### config.mk
export PLATFORM = sky130hd
export DESIGN_NAME = awgn_clt_gen
export DESIGN_NICKNAME = d
export VERILOG_FILES = /design/src/rtl/awgn_clt_gen.sv
export SDC_FILE = /design/constraint.sdc
export NUM_CORES = 1
export LEC_CHECK = 0
export CORE_ASPECT_RATIO = 0.8
export CORE_UTILIZATION = 42
export CTS_BUF_LIST = sky130_fd_sc_hd__clkbuf_4 sky130_fd_sc_hd__clkbuf_8 sky130_fd_sc_hd__clkbuf_16
export CTS_CLUSTER_SIZE = 14
export DETAILED_ROUTE_END_ITERATION = 6
export PLACE_DENSITY = 0.69
export SLEW_MARGIN = 20
export SYNTH_ARGS = -nofsm -noshare
export SYNTH_HDL_FRONTEND = slang
export SYNTH_SLANG_ARGS = --single-unit
### constraint.sdc
create_clock -name clk -period 9.95 [get_ports clk]
set_input_delay 2.4875 -clock clk [delete_from_list [all_inputs] [get_ports clk]]
set_output_delay 2.4875 -clock clk [all_outputs]
set_load 0.01 [all_outputs]
### src/rtl/awgn_clt_gen.sv
// Multi-channel Gaussian noise source: sums SUM_N xorshift32 uniforms
// per channel (central limit), removes the mean, scales by sigma.
module awgn_clt_gen #(
  parameter int NUM_CH = 2,
  parameter int OUT_W  = 16,
  parameter int UW     = 12,
  parameter int LOG2_N = 4,
  parameter int SIG_W  = 8,
  parameter int SHIFT  = 8
) (
  input  logic                    clk,
  input  logic                    reset,
  input  logic [31:0]             seed1,
  input  logic [31:0]             seed2,
  input  logic                    load,
  input  logic                    en,
  input  logic [SIG_W-1:0]        sigma,
  input  logic                    out_ready,
  output logic                    v,
  output logic [NUM_CH*OUT_W-1:0] x,
  output logic [NUM_CH-1:0]       sat
);

  localparam int ACC_W = UW + LOG2_N;
  localparam int P_W   = ACC_W + SIG_W + 2;
  localparam int SUM_N = 1 << LOG2_N;

  localparam logic signed [P_W-1:0] MAXV =
    {{(P_W-OUT_W+1){1'b0}}, {(OUT_W-1){1'b1}}};
  localparam logic signed [P_W-1:0] MINV =
    {{(P_W-OUT_W+1){1'b1}}, {(OUT_W-1){1'b0}}};

  typedef enum logic [1:0] {
    ACC,
    SCALE,
    HOLD
  } state_t;

  state_t r_state;
  state_t w_state_nxt;

  logic [31:0]      r_s   [NUM_CH];
  logic [ACC_W-1:0] r_acc [NUM_CH];
  logic [LOG2_N-1:0] r_cnt;

  logic [31:0] w_seed [NUM_CH];
  logic [31:0] w_step [NUM_CH];

  logic [NUM_CH*OUT_W-1:0] w_x;
  logic [NUM_CH-1:0]       w_sat;

  logic w_wr;
  logic w_last;
  logic w_step_en;
  logic w_load_out;

  function automatic logic [31:0] f_xs(input logic [31:0] s);
    logic [31:0] t;
    t = s ^ (s << 13);
    t = t ^ (t >> 17);
    return t ^ (t << 5);
  endfunction

  for (genvar g = 0; g < NUM_CH; g++) begin : g_ch
    logic [31:0]             w_raw;
    logic signed [ACC_W:0]   w_c;
    logic signed [P_W-1:0]   w_ce;
    logic signed [P_W-1:0]   w_se;
    logic signed [P_W-1:0]   w_p;
    logic signed [P_W-1:0]   w_r;
    logic                    w_hi;
    logic                    w_lo;

    assign w_raw     = seed1 + seed2 * 32'(g);
    assign w_seed[g] = (w_raw == '0) ? 32'h1 : w_raw;
    assign w_step[g] = f_xs(r_s[g]);

    // Offset-binary sum to signed: subtract the mean 2^(ACC_W-1).
    assign w_c  = $signed({1'b0, r_acc[g]})
                - $signed({2'b01, {(ACC_W-1){1'b0}}});
    assign w_ce = P_W'(w_c);
    assign w_se = P_W'($signed({1'b0, sigma}));
    assign w_p  = w_ce * w_se;
    assign w_r  = w_p >>> SHIFT;

    assign w_hi = (w_r > MAXV);
    assign w_lo = (w_r < MINV);

    assign w_x[g*OUT_W +: OUT_W] =
      w_hi ? MAXV[OUT_W-1:0] :
      w_lo ? MINV[OUT_W-1:0] :
             w_r[OUT_W-1:0];
    assign w_sat[g] = w_hi | w_lo;
  end

  assign w_wr   = !v || out_ready;
  assign w_last = (r_cnt == LOG2_N'(SUM_N - 1));

  always_comb begin
    w_state_nxt = r_state;
    w_step_en   = 1'b0;
    w_load_out  = 1'b0;
    unique case (r_state)
      ACC: begin
        if (en) begin
          w_step_en = 1'b1;
          if (w_last) w_state_nxt = SCALE;
        end
      end
      SCALE, HOLD: begin
        if (w_wr) begin
          w_load_out  = 1'b1;
          w_state_nxt = ACC;
        end else begin
          w_state_nxt = HOLD;
        end
      end
      default: w_state_nxt = ACC;
    endcase
  end

  always_ff @(posedge clk) begin
    if (reset) begin
      r_state <= ACC;
      r_cnt   <= '0;
      for (int c = 0; c < NUM_CH; c++) begin
        r_s[c]   <= w_seed[c];
        r_acc[c] <= '0;
      end
      v   <= 1'b0;
      x   <= '0;
      sat <= '0;
    end else begin
      r_state <= w_state_nxt;
      if (load) begin
        r_state <= ACC;
        r_cnt   <= '0;
        for (int c = 0; c < NUM_CH; c++) begin
          r_s[c]   <= w_seed[c];
          r_acc[c] <= '0;
        end
      end else if (w_step_en) begin
        r_cnt <= r_cnt + 1'b1;
        for (int c = 0; c < NUM_CH; c++) begin
          r_s[c]   <= w_step[c];
          r_acc[c] <= r_acc[c] + ACC_W'(r_s[c][31 -: UW]);
        end
      end else if (w_load_out) begin
        r_cnt <= '0;
        for (int c = 0; c < NUM_CH; c++) begin
          r_acc[c] <= '0;
        end
      end
      // A re-seed never disturbs the output register.
      if (w_load_out && !load) begin
        v   <= 1'b1;
        x   <= w_x;
        sat <= w_sat;
      end else if (v && out_ready) begin
        v <= 1'b0;
      end
    end
  end

endmodule

# After elaboration in Yosys (flattened, before gate mapping)
# Memory sizes are Yosys's and may differ from the RTL's.
# Index checks and enable logic that the tools add are counted.
# op_classes
add_sub_neg	6
n_mul	2
order_cmp	4
n_eq_ne	5
n_mux	42
bitwise_logic	18
n_reduce_logical	13
# op_table
op	count
32-bit 2-to-1 mux	6
16-bit 2-to-1 mux	10
32-bit XOR	4
32-bit logical NOT	2
32-bit by 15-bit XOR with 32-bit output	2
17-bit by 9-bit multiplier with 26-bit output	2
18-bit by 16-bit greater-than comparator with 1-bit output, second input constant	2
18-bit by 16-bit less-than comparator with 1-bit output, second input constant	2
16-bit by 16-bit subtractor with 17-bit output, second input constant	2
16-bit by 12-bit adder with 16-bit output	2
32-bit adder	1
1-bit 2-to-1 mux	20
1-bit bitwise OR	12
4-bit 2-to-1 mux	2
2-bit 2-to-1 mux	3
4-bit by 1-bit adder with 4-bit output, second input constant	1
4-bit == test, second input constant	1
2-bit != test, second input constant	2
2-bit one-hot mux with 2 select lines	1
2-bit nonzero test	2
2-bit OR reduction	2
2-bit by 1-bit == test with 1-bit output, second input constant	1
2-bit == test, second input constant	1
1-bit logical AND	2
4 further kinds	5
# word_totals
reg_bits	41
mem_bits_rw	96
input_bits	77
wordCells	97
mem_count	2
# memory_table
memory	words	word_bits	rd	rd_clocked_by_memory_dff	write_ports	line	rtl
r_s	2	32	2	0	2	42	logic [31:0] r_s [NUM_CH];
r_acc	2	16	2	0	2	43	logic [ACC_W-1:0] r_acc [NUM_CH];

# Depth between registers and ports, before layout
# depth
depth_word	10
depth_mapped	23
ltp_nobuf	21

# Worst setup path after synthesis
# No wires, ideal clock.
# synth_timing
path_kind	input to register
from	input sigma[0]
to	register x[21]
setup_time_ns	0.136
arrival_time_ns	7.640
required_ns	9.814
slack_ns	2.174
path_stages	21
path_buffers	3
path_cell_list	clkbuf_1 > buf_1 > nand2_1 > fa_1 > inv_1 > fa_1 > fa_1 > inv_1 > fa_1 > inv_1 > ha_1 > o21a_1 > o21ai_0 > a21oi_1 > o21a_1 > a211oi_1 > o21a_1 > o311ai_1 > a31oi_1 > buf_2 > a211oi_1
# synth_between
elab_chain_len	4
elab_cells_between_ends	5
classes_between	mul: 1; order compare: 2; mux: 2
# synth_lines
element	line	rtl
from (decl)	17	input logic [SIG_W-1:0] sigma,
17-bit by 9-bit multiplier with 26-bit output (*)	83	assign w_p = w_ce * w_se;
18-bit by 16-bit less-than comparator with 1-bit output	87	assign w_lo = (w_r < MINV);
16-bit 2-to-1 mux	91	w_lo ? MINV[OUT_W-1:0] :
16-bit 2-to-1 mux (*)	90	w_hi ? MAXV[OUT_W-1:0] :
to (signal assigned)	157	x <= w_x;
to (decl)	20	output logic [NUM_CH*OUT_W-1:0] x,
# Every way passes the cells marked *; elsewhere a longest branch is shown, timed or not.
# A chain may end at the register's enable or synchronous reset.

# Final worst setup path
# layout_timing
from	input sigma[3]
to	register x[28]
# The elaborated chain is that of the path after synthesis.

==> impl_metrics.yaml <==
power:
  sw_frac_of_total: 0.4703
  p_leak_nw: 9.371
  vdd_drop_max_mv: 0.3055
  p_int_mw: 2.336
  powerDensity_nw_per_um2: 211.9
  power_frac_seq: 0.178
  p_comb_frac: 0.673
  clkPwrFrac: 0.149
  power_switching_mw: 2.074
setup_path:
  start_kind: "primary input"
  cp_max_fo: 23
  crit_chain: "clkdlybuf4s50_1 > and2_1 > fa_1 > fa_1 > fa_1 > inv_1 > fa_1 > inv_1 > ha_1 > o21a_1 > o21ai_0 > a21oi_1 > o21a_1 > a211oi_1 > o21a_1 > nor2_1 > a311oi_2 > nand2b_1 > a211oi_1"
  cp.required_ps: 10270
  crit_type: "primary input to flop"
  cp.arrival_ps: 8790
  crit_path_end_kind: "flop"
  path_common_cell: "fa_1"
  max_stage_delay_ps: 960
  cp_slowest_cell: "clkdlybuf4s50_1"
timing:
  slew_headroom: 0.3064
  hold_viol_final: 0
  maxSlewViolCount: 0
  grt_setup_unrepaired: "no"
  worst_slew_pin_slew_ps: 1037
  finalCriticalPeriod_ps: 8469
  fmax_mhz: 118.1
  setup_viol: 0
  fin_skew_ps: 16.10
  period_share: 0.8511
  fin_tns_setup_ps: 0
yosys:
  syn-cell-area_um2: 18530
  synth.distinct_cells: 72
  ys.flop_type: "edfxtp_1"
  synth_top_area_cell: "fa_1"
  syn_nets: 2537
  synthArstFlopShare: 0
  synth_edf_count: 96
  synth_area_per_cell_um2: 8.831
  yosys-top-cells-area: "fa_1 (23%), edfxtp_1 (16%), ha_1 (10%)"
  synth_top_area_frac: 0.2258
  synthCells: 2098
  yosys_warnings: 0
  synth-seq-area-share: 0.1999
  synth_seq_cells: 137
cts:
  cts.reportedPaths.clkPinSlew_ps: 60
  numCtsBuffers: 17
  cts-hold-fix-buffers: 0
  postCtsSetupRepairBufs: 0
  clkLatencyLatePin_ps: 460
  cts_resized: 0
  cts.path.max_buffers: 2
  htree_levels: 4
  cts_sinks: 137
  root_buffer: "clkbuf_16"
  cts_tree: "built"
placed_design:
  port_buffers: 111
  place_area_um2: 20230
  gp_congestion: 0.9042
  hpwl_um: 38210
floorplan:
  dieWidth_um: 236.8
  die-area_um2: 44960
  pin_count: 112
  die_height_um: 189.9
  coreArea_um2: 43310
  fp-row-count: 68
  start_util: 0.4278
flow_run:
  cap_violations: 0
run_status:
  outcome: "finished, final reports clean"
global_routing:
  antenna_found_initial: 1
  grt_overflow_total: 0
  grt_pass1_vias: 14860
  grt_pass1_wl_um: 76800
  grt_start_max_net_pins: 88
  grt_usage: 0.2134
detailed_routing:
  route.detailed.drc: 0
  viasPerCell: 5.370
  num_vias: 14760
  drt-total-wl_um: 47120
  firstDrtPassIters: 6
  routedWlPerCell_um: 17.14
  ant_nets: 0
  first_iter_violations: 1084
final_layout:
  fin_area_um2: 20820
  nets: 2614
  filler_cell_count: 3999
  layout-drive-gt1-share: 0.03199
  areaGrowthSynthToFinish_pct: 12.36
min_path:
  min_path_type: "flop to flop"
-- layout make-up --
| cell class | count | area (um2) | share of cell area |
|---|---|---|---|
| Antenna cell | 1 | 2.502 | 0.0001202 |
| Clock buffer | 21 | 479.2 | 0.02302 |
| Clock inverter | 11 | 110.1 | 0.005289 |
| Inverter | 323 | 1212 | 0.05824 |
| Multi-Input combinational cell | 1568 | 13370 | 0.6421 |
| Sequential cell | 137 | 3704 | 0.1779 |
| Tap cell | 560 | 700.7 | 0.03366 |
| Timing Repair Buffer | 128 | 1241 | 0.05963 |
-- synth_stat cells, drive strengths merged, types with 49 or more instances --
library cell  count
fa              209
nand2           202
a21oi            86
edfxtp           96
xor2             60
nor3             49
o21ai           109
clkbuf           61
and2            143
ha              153
xnor2           136
inv             323
nor2            112
-- flip-flops by register name, summed over array words and instances, names as in the netlist --
| name | flops |
|---|---|
| r_acc | 32 |
| r_state | 2 |
| sat | 2 |
| x | 32 |
| r_cnt | 4 |
| v | 1 |
| r_s | 64 |
-- kinds of logic (layout without fill, tap and decap cells) --
kind of cell	Yosys count	count (layout)	share of synthesized area
multiplexers	3	3	0.001621
buffers and inverters	393	483	0.07996
adder cells (fa/ha/maj)	362	362	0.3292
XOR/XNOR	196	196	0.09266
other	0	1	0
AND/OR/NAND/NOR	662	662	0.1776
AO/OA/AOI/OAI	345	345	0.1191
flip-flops	137	137	0.1999
-- placed cells by master, fill, tap and decap left out, drive strengths merged, types with 15 or more instances in the layout --
cell type / instances
xnor2: 136
xor2: 60
buf: 19
a211oi: 39
nand3: 33
nand2: 202
ha: 153
clkbuf: 21
inv: 328
and3: 18
a21o: 23
edfxtp: 96
clkdlybuf4s50: 109
nand2b: 33
nor2: 112
fa: 209
nor2b: 22
o21ai: 109
and2: 143
nor3: 49
a21oi: 86
nand4: 15
dfxtp: 41
-- worst paths after layout --
kind	startpoint	end	slack [ps]	cells after the start
max reg2reg	r_acc[0][31]$_SDFFCE_PP0P_	x[28]$_SDFFE_PP0P_	4030	19
min reg2reg	r_cnt[3]$_SDFFE_PP0P_	r_cnt[3]$_SDFFE_PP0P_	460	1
max	sigma[3]	x[28]$_SDFFE_PP0P_	1480	19
min	r_cnt[3]$_SDFFE_PP0P_	r_cnt[3]$_SDFFE_PP0P_	460	1
-- worst max-delay path, delay by kind of cell --
| family | cells | cell delay (ps) |
|---|---|---|
| buffers and inverters | 3 | 1050 |
| AND/OR/NAND/NOR | 3 | 760 |
| AO/OA/AOI/OAI | 8 | 2150 |
| adder cells (fa/ha/maj) | 5 | 2300 |
-- per-stage QoR --
step / hold WS (ps) / setup WS (ps) / std cells / power, mW / utilization
floorplan: 421.4 / 2174 / 2098 / 3.094 / -
global placement: 436.8 / 1159 / 2716 / 3.649 / 0.4672
detailed placement: 442.7 / 1088 / 2716 / 3.735 / 0.4672
CTS: 457.3 / 1536 / 2748 / 4.418 / 0.4808
global route: 482.3 / 1108 / 2748 / 4.799 / 0.4806
finish: 463.9 / 1481 / 2749 / 4.410 / 0.4807
-- routing by layer --
metal,wire length (um),global-route usage,share of wire,up-vias
met5,0,0,0,-
met4,917,0.05744,0.019,0
met3,2917,0.03207,0.062,60
met2,20630,0.3339,0.44,494
met1,22660,0.3070,0.48,7180
li1,-,-,-,7029
-- power groups by stage --
stage	combinational [mW]	sequential [mW]	clock, mW
floorplan	2.34	0.757	0
global placement	2.86	0.792	0
detailed placement	2.94	0.795	0
CTS	2.97	0.784	0.665
global route	3.32	0.793	0.684
finish	2.97	0.785	0.657
(Power assumes the default switching activity.)
